## config.mk

```make
export PLATFORM = sky130hd
export DESIGN_NAME = ps2_host_tx
export DESIGN_NICKNAME = d
export VERILOG_FILES = /design/src/rtl/ps2_host_tx.sv
export SDC_FILE = /design/constraint.sdc
export NUM_CORES = 1
export LEC_CHECK = 0
export ABC_AREA = 1
export CAP_MARGIN = 20
export CORE_UTILIZATION = 25
export DETAILED_ROUTE_END_ITERATION = 7
export PLACE_DENSITY = 0.47
export SYNTH_ARGS = -nofsm -noshare
export SYNTH_HDL_FRONTEND = slang
export SYNTH_SLANG_ARGS = --single-unit
```

## constraint.sdc

```tcl
create_clock -name clk -period 1.7 [get_ports clk]
set_clock_uncertainty 0.1 [all_clocks]
set_input_delay 0.34 -clock clk [delete_from_list [all_inputs] [get_ports clk]]
set_output_delay 0.34 -clock clk [all_outputs]
set_load 0.01 [all_outputs]
```

## src/rtl/ps2_host_tx.sv

```systemverilog
// PS/2 host-to-device command transmitter: inhibit, request-to-send, bit shift and ACK sampling.
// Define PS2_TX_TIMEOUT_EN to compile in the clock-release-to-ACK watchdog.
module ps2_host_tx #(
   parameter int unsigned INHIBIT_CYCLES = 5000,
   parameter int unsigned TIMEOUT_CYCLES = 1500000
) (
   input  logic       clk,
   input  logic       rst,
   input  logic       ps2_clk,
   input  logic       ps2_data,
   input  logic [7:0] tx_data,
   input  logic       tx_valid,
   output logic       tx_ready,
   output logic       ps2_clk_oe,
   output logic       ps2_data_oe,
   output logic       busy,
   output logic       done,
   output logic       nack,
   output logic       timeout
);

   localparam int unsigned InhW = (INHIBIT_CYCLES > 1) ? $clog2(INHIBIT_CYCLES) : 1;

   typedef enum logic [2:0] {
      StIdle,
      StInhibit,
      StReq,
      StSend,
      StAck,
      StWaitIdle
   } state_e;

   state_e          state_q, state_d;
   logic [2:0]      clk_sync_q, data_sync_q;
   logic            clk_fe, clk_s, data_s;
   logic [InhW-1:0] inh_cnt_q, inh_cnt_d;
   logic [3:0]      bit_cnt_q, bit_cnt_d;
   logic [7:0]      data_q, data_d;
   logic            parity_q, parity_d;
   logic            clk_oe_q, clk_oe_d;
   logic            data_oe_q, data_oe_d;
   logic            done_q, done_d;
   logic            nack_q, nack_d;

   assign clk_fe = clk_sync_q[2] & ~clk_sync_q[1];
   assign clk_s  = clk_sync_q[1];
   assign data_s = data_sync_q[1];

   // The data line needs only the level, not an edge, so its last stage is spare.
   logic unused_data_sync;
   assign unused_data_sync = data_sync_q[2];

`ifdef PS2_TX_TIMEOUT_EN
   localparam int unsigned WdW = (TIMEOUT_CYCLES > 1) ? $clog2(TIMEOUT_CYCLES) : 1;

   logic [WdW-1:0] wd_q, wd_d;
   logic           timeout_q, timeout_d;
   logic           wd_active, wd_expire;

   assign wd_active = state_q inside {StSend, StAck, StWaitIdle};
   assign wd_expire = wd_active && (wd_q == WdW'(TIMEOUT_CYCLES - 1));
   assign timeout   = timeout_q;
`else
   logic unused_timeout_cfg;
   assign unused_timeout_cfg = ^TIMEOUT_CYCLES;
   assign timeout            = 1'b0;
`endif

   always_comb begin
      state_d   = state_q;
      inh_cnt_d = inh_cnt_q;
      bit_cnt_d = bit_cnt_q;
      data_d    = data_q;
      parity_d  = parity_q;
      clk_oe_d  = clk_oe_q;
      data_oe_d = data_oe_q;
      done_d    = 1'b0;
      nack_d    = nack_q;
`ifdef PS2_TX_TIMEOUT_EN
      wd_d      = wd_q;
      timeout_d = timeout_q;
`endif

      unique case (state_q)
         StIdle: begin
            if (tx_valid) begin
               state_d   = StInhibit;
               data_d    = tx_data;
               parity_d  = ~^tx_data;
               clk_oe_d  = 1'b1;
               data_oe_d = 1'b0;
               inh_cnt_d = '0;
               bit_cnt_d = '0;
               nack_d    = 1'b0;
`ifdef PS2_TX_TIMEOUT_EN
               timeout_d = 1'b0;
`endif
            end
         end
         StInhibit: begin
            if (inh_cnt_q == InhW'(INHIBIT_CYCLES - 1)) begin
               state_d   = StReq;
               data_oe_d = 1'b1;
            end else begin
               inh_cnt_d = inh_cnt_q + 1'b1;
            end
         end
         StReq: begin
            // Release the clock with data still low: the start bit.
            state_d   = StSend;
            clk_oe_d  = 1'b0;
            bit_cnt_d = '0;
`ifdef PS2_TX_TIMEOUT_EN
            wd_d      = '0;
`endif
         end
         StSend: begin
            if (clk_fe) begin
               bit_cnt_d = bit_cnt_q + 4'd1;
               if (bit_cnt_q < 4'd8) begin
                  data_oe_d = ~data_q[bit_cnt_q[2:0]];
               end else if (bit_cnt_q == 4'd8) begin
                  data_oe_d = ~parity_q;
               end else begin
                  data_oe_d = 1'b0;
                  state_d   = StAck;
               end
            end
         end
         StAck: begin
            if (clk_fe) begin
               nack_d  = data_s;
               state_d = StWaitIdle;
            end
         end
         StWaitIdle: begin
            if (clk_s && data_s) begin
               done_d  = 1'b1;
               state_d = StIdle;
            end
         end
         default: state_d = StIdle;
      endcase

`ifdef PS2_TX_TIMEOUT_EN
      if (wd_active) begin
         wd_d = wd_q + 1'b1;
         if (wd_expire) begin
            state_d   = StIdle;
            clk_oe_d  = 1'b0;
            data_oe_d = 1'b0;
            timeout_d = 1'b1;
            done_d    = 1'b1;
         end
      end
`endif
   end

   always_ff @(posedge clk or posedge rst) begin
      if (rst) begin
         state_q     <= StIdle;
         clk_sync_q  <= 3'b111;
         data_sync_q <= 3'b111;
         inh_cnt_q   <= '0;
         bit_cnt_q   <= '0;
         data_q      <= '0;
         parity_q    <= 1'b0;
         clk_oe_q    <= 1'b0;
         data_oe_q   <= 1'b0;
         done_q      <= 1'b0;
         nack_q      <= 1'b0;
`ifdef PS2_TX_TIMEOUT_EN
         wd_q        <= '0;
         timeout_q   <= 1'b0;
`endif
      end else begin
         state_q     <= state_d;
         clk_sync_q  <= {clk_sync_q[1:0], ps2_clk};
         data_sync_q <= {data_sync_q[1:0], ps2_data};
         inh_cnt_q   <= inh_cnt_d;
         bit_cnt_q   <= bit_cnt_d;
         data_q      <= data_d;
         parity_q    <= parity_d;
         clk_oe_q    <= clk_oe_d;
         data_oe_q   <= data_oe_d;
         done_q      <= done_d;
         nack_q      <= nack_d;
`ifdef PS2_TX_TIMEOUT_EN
         wd_q        <= wd_d;
         timeout_q   <= timeout_d;
`endif
      end
   end

   assign tx_ready    = (state_q == StIdle);
   assign busy        = (state_q != StIdle);
   assign ps2_clk_oe  = clk_oe_q;
   assign ps2_data_oe = data_oe_q;
   assign done        = done_q;
   assign nack        = nack_q;

endmodule

```

==> metrics <==
setup TNS 0 ns; register area share after synthesis 0.445; Die Ht between 90 and 100 um; clock buffer depth 2; R2R setup slack about 0.13 ns; worst hold slack approximately 0.21 ns; starting density of the core 0.260; DP HPWL roughly 3.7 mm; # IOs 20; Hold Path Class in -> async; Fillers just under 900; Num CTS Buffers 5; CTS root buf clkbuf_8; Critical Path RT roughly 1.3 ns; drt drc 0; VDD IR max 0.651 mV; Total Nets Final between 300 and 400; ANT cells 0; synthesized instance count approximately 270; vias in the first global route between 1,500 and 2,000; Fin. Hold Viols 0; worst-skew pair later-pin latency ~0.30 ns; LEAKAGE roughly 1.3 nW; Vias/cell approximately 4.4; initial antenna violation count 0; crit path max fanout 2; H-tree levels 2; final setup fails 0; GPL Wtd Cong ~0.8; share of layout cells above drive strength 1 0.236; Core ar. roughly 8300 um^2; fin util 0.347; # hold bufs at CTS 0; CTS tree built; critical path cell sequence clkdlybuf4s50_1; Antenna Nets Post-Route 0; post-synth net total ~280; max-slew violations 0; CP Buf/Inv Count 1; grt total ovfl 0; placed instance area about 2600 um^2; 1st-iter DRT viols between 80 and 90; Syn Std Cell Area between 2000 and 2500 um^2; chip width between 90 and 100 um; Worst-path clk slew ~0.080 ns; final wirelength 4.91 mm; post-DR wirelength/cell approximately 11 um; final period utilization 0.957; status completed; FF-to-FF Start inh_cnt_q[1]; Synthesis Warnings 0; IO Port Bufs 18; CP Class reg -> out; mean post-synth cell area 8.02 um^2; Synth cell types 34; vias about 1,900; Worst R2R End inh_cnt_q[1]; f_max a little over 600 MHz; Area growth, synth to finish 33.4%; fin crit period roughly 1.6 ns; pin count of the biggest net entering global routing 18; Top delay family on crit path buffers and inverters; Clock Sinks 38; TritonRoute pass-1 iters 4; reg2reg path depth 8; RSZ-0062 raised after global routing false; global-route wire length before repair between 8 and 9 mm; Die Footprint approximately 9000 um^2; Arr. time, crit path around 1.2 ns; CP endpoint kind output port; fin area approximately 2900 um^2; crit-path max cell delay around 0.54 ns; Cell Pwr Density between 1000 and 1500 nW/um^2; Startpoint Class flip-flop; number of placement rows 33; max-cap violations 0; register bit total from synthesis 38; GRT Util Overall 0.121; Slowest cell on crit path clkdlybuf4s50_1
-- synthesized netlist by cell type --
cell      instances  area share
o21a_1            1      0.0035
dfstp_2           5       0.061
nand3b_1          1      0.0035
nand4_1           7       0.020
o21ai_1          10       0.023
xnor2_1           5       0.020
inv_2             3      0.0052
a21oi_1           4      0.0093
nor3_1            8       0.019
nor2_1           11       0.019
nand3_1          28       0.065
o21ai_2           1      0.0041
ha_1              3       0.017
conb_1            1      0.0017
nor3_4            1      0.0076
nand2_2           1      0.0029
nand2_1          65        0.11
o21bai_4          1      0.0087
dfrtp_1          33        0.38
nand2_4           3       0.016
nor2_4            3       0.016
inv_4             1      0.0029
xor2_1            6       0.024
buf_2             2      0.0047
a21boi_1          1      0.0035
o21ai_0          20       0.047
nand3_2           2      0.0093
nor2_2            2      0.0058
clkinv_1          1      0.0017
a31o_2            1      0.0041
or2_2             2      0.0058
buf_4             3       0.010
inv_1            30       0.052
o31ai_1           2      0.0070
-- cells in the final DEF, fill, tap and decap left out, types with 2 or more instances in the layout --
cell type,Yosys,layout
or2_2,2,2
nor3_2,0,2
nand2_1,65,64
ha_1,3,2
inv_1,30,29
inv_4,1,2
nor2_1,11,9
xor2_1,6,6
inv_2,3,3
xnor2_1,5,5
nor2_2,2,2
nor2_4,3,5
nor3_1,8,6
clkbuf_8,0,5
nand2_4,3,4
clkdlybuf4s50_1,0,16
dfstp_2,5,5
nand4_1,7,7
o31ai_1,2,2
a21oi_1,4,3
dfrtp_1,33,33
nand3_4,0,2
o21ai_0,20,17
nand3_1,28,27
buf_4,3,31
o21ai_1,10,13
-- metal layers --
metal,vias up,track usage,wire length (um)
met5,-,0,0
met4,0,0.0379,80
met3,8,0.0290,117
met2,20,0.199,2370
met1,880,0.157,2350
li1,978,-,-
-- flip-flops by register name, summed over array words and instances (netlist names) --
| register | cells |
|---|---|
| done | 1 |
| parity_q | 1 |
| clk_sync_q | 3 |
| inh_cnt_q | 13 |
| data_sync_q | 2 |
| ps2_data_oe | 1 |
| ps2_clk_oe | 1 |
| bit_cnt_q | 4 |
| state_q | 3 |
| data_q | 8 |
| nack | 1 |
-- power by group --
part	total (mW)	internal (mW)	switching, mW
logic	2.10	0.930	1.17
registers	1.30	1.15	0.142
clock network	0.769	0.438	0.331
-- worst max-delay path by stage --
stage	start	depth (start not counted)	slack [ns]	endpoint
after detailed placement	tx_valid	7	0.03	inh_cnt_q[7]
after global placement	tx_valid	7	0.04	inh_cnt_q[8]
after CTS	state_q[2]	10	0.003	inh_cnt_q[7]
final	nack	1	0.07	nack
after floorplan	bit_cnt_q[0]	8	0.07	state_q[2]
after global routing	nack	1	0.01	nack
-- area by class of cell --
class | instances | area [um^2] | share of cell area
clock inverters | 2 | 37.5 | 0.0131
well taps | 105 | 131 | 0.0458
multi-input cells | 190 | 1090 | 0.381
flip-flops and latches | 38 | 957 | 0.334
inverters | 35 | 136 | 0.0476
repair buffers | 51 | 439 | 0.153
clock buffers | 6 | 72.6 | 0.0253
-- timing repair --
item,4_1_cts,5_1_grt
endpoints found under the setup margin,2,19
gates resized for setup,3,22
pin swaps,0,9
setup buffers,1,7
hold endpoints to repair,0,0
-- through the flow --
step	instances	power, mW	worst slack (ns)
2_1_floorplan	268	2.50	0.0732
3_3_place_gp	412	3.18	0.0379
3_5_place_dp	412	3.19	0.0323
4_1_cts	421	3.97	0.00342
5_1_grt	427	4.53	0.0132
6_report	427	4.16	0.0732
-- cells by family after synthesis --
group | after synthesis | synth area share
and+or+nand+nor | 134 | 0.303
buffers and inverters | 40 | 0.0774
DFF | 38 | 0.445
adders and majority gates | 3 | 0.0175
xor gates and xnor gates | 11 | 0.0448
AOI/OAI and AO/OA | 41 | 0.110
other | 1 | 0.00174
(Power assumes the default switching activity.)
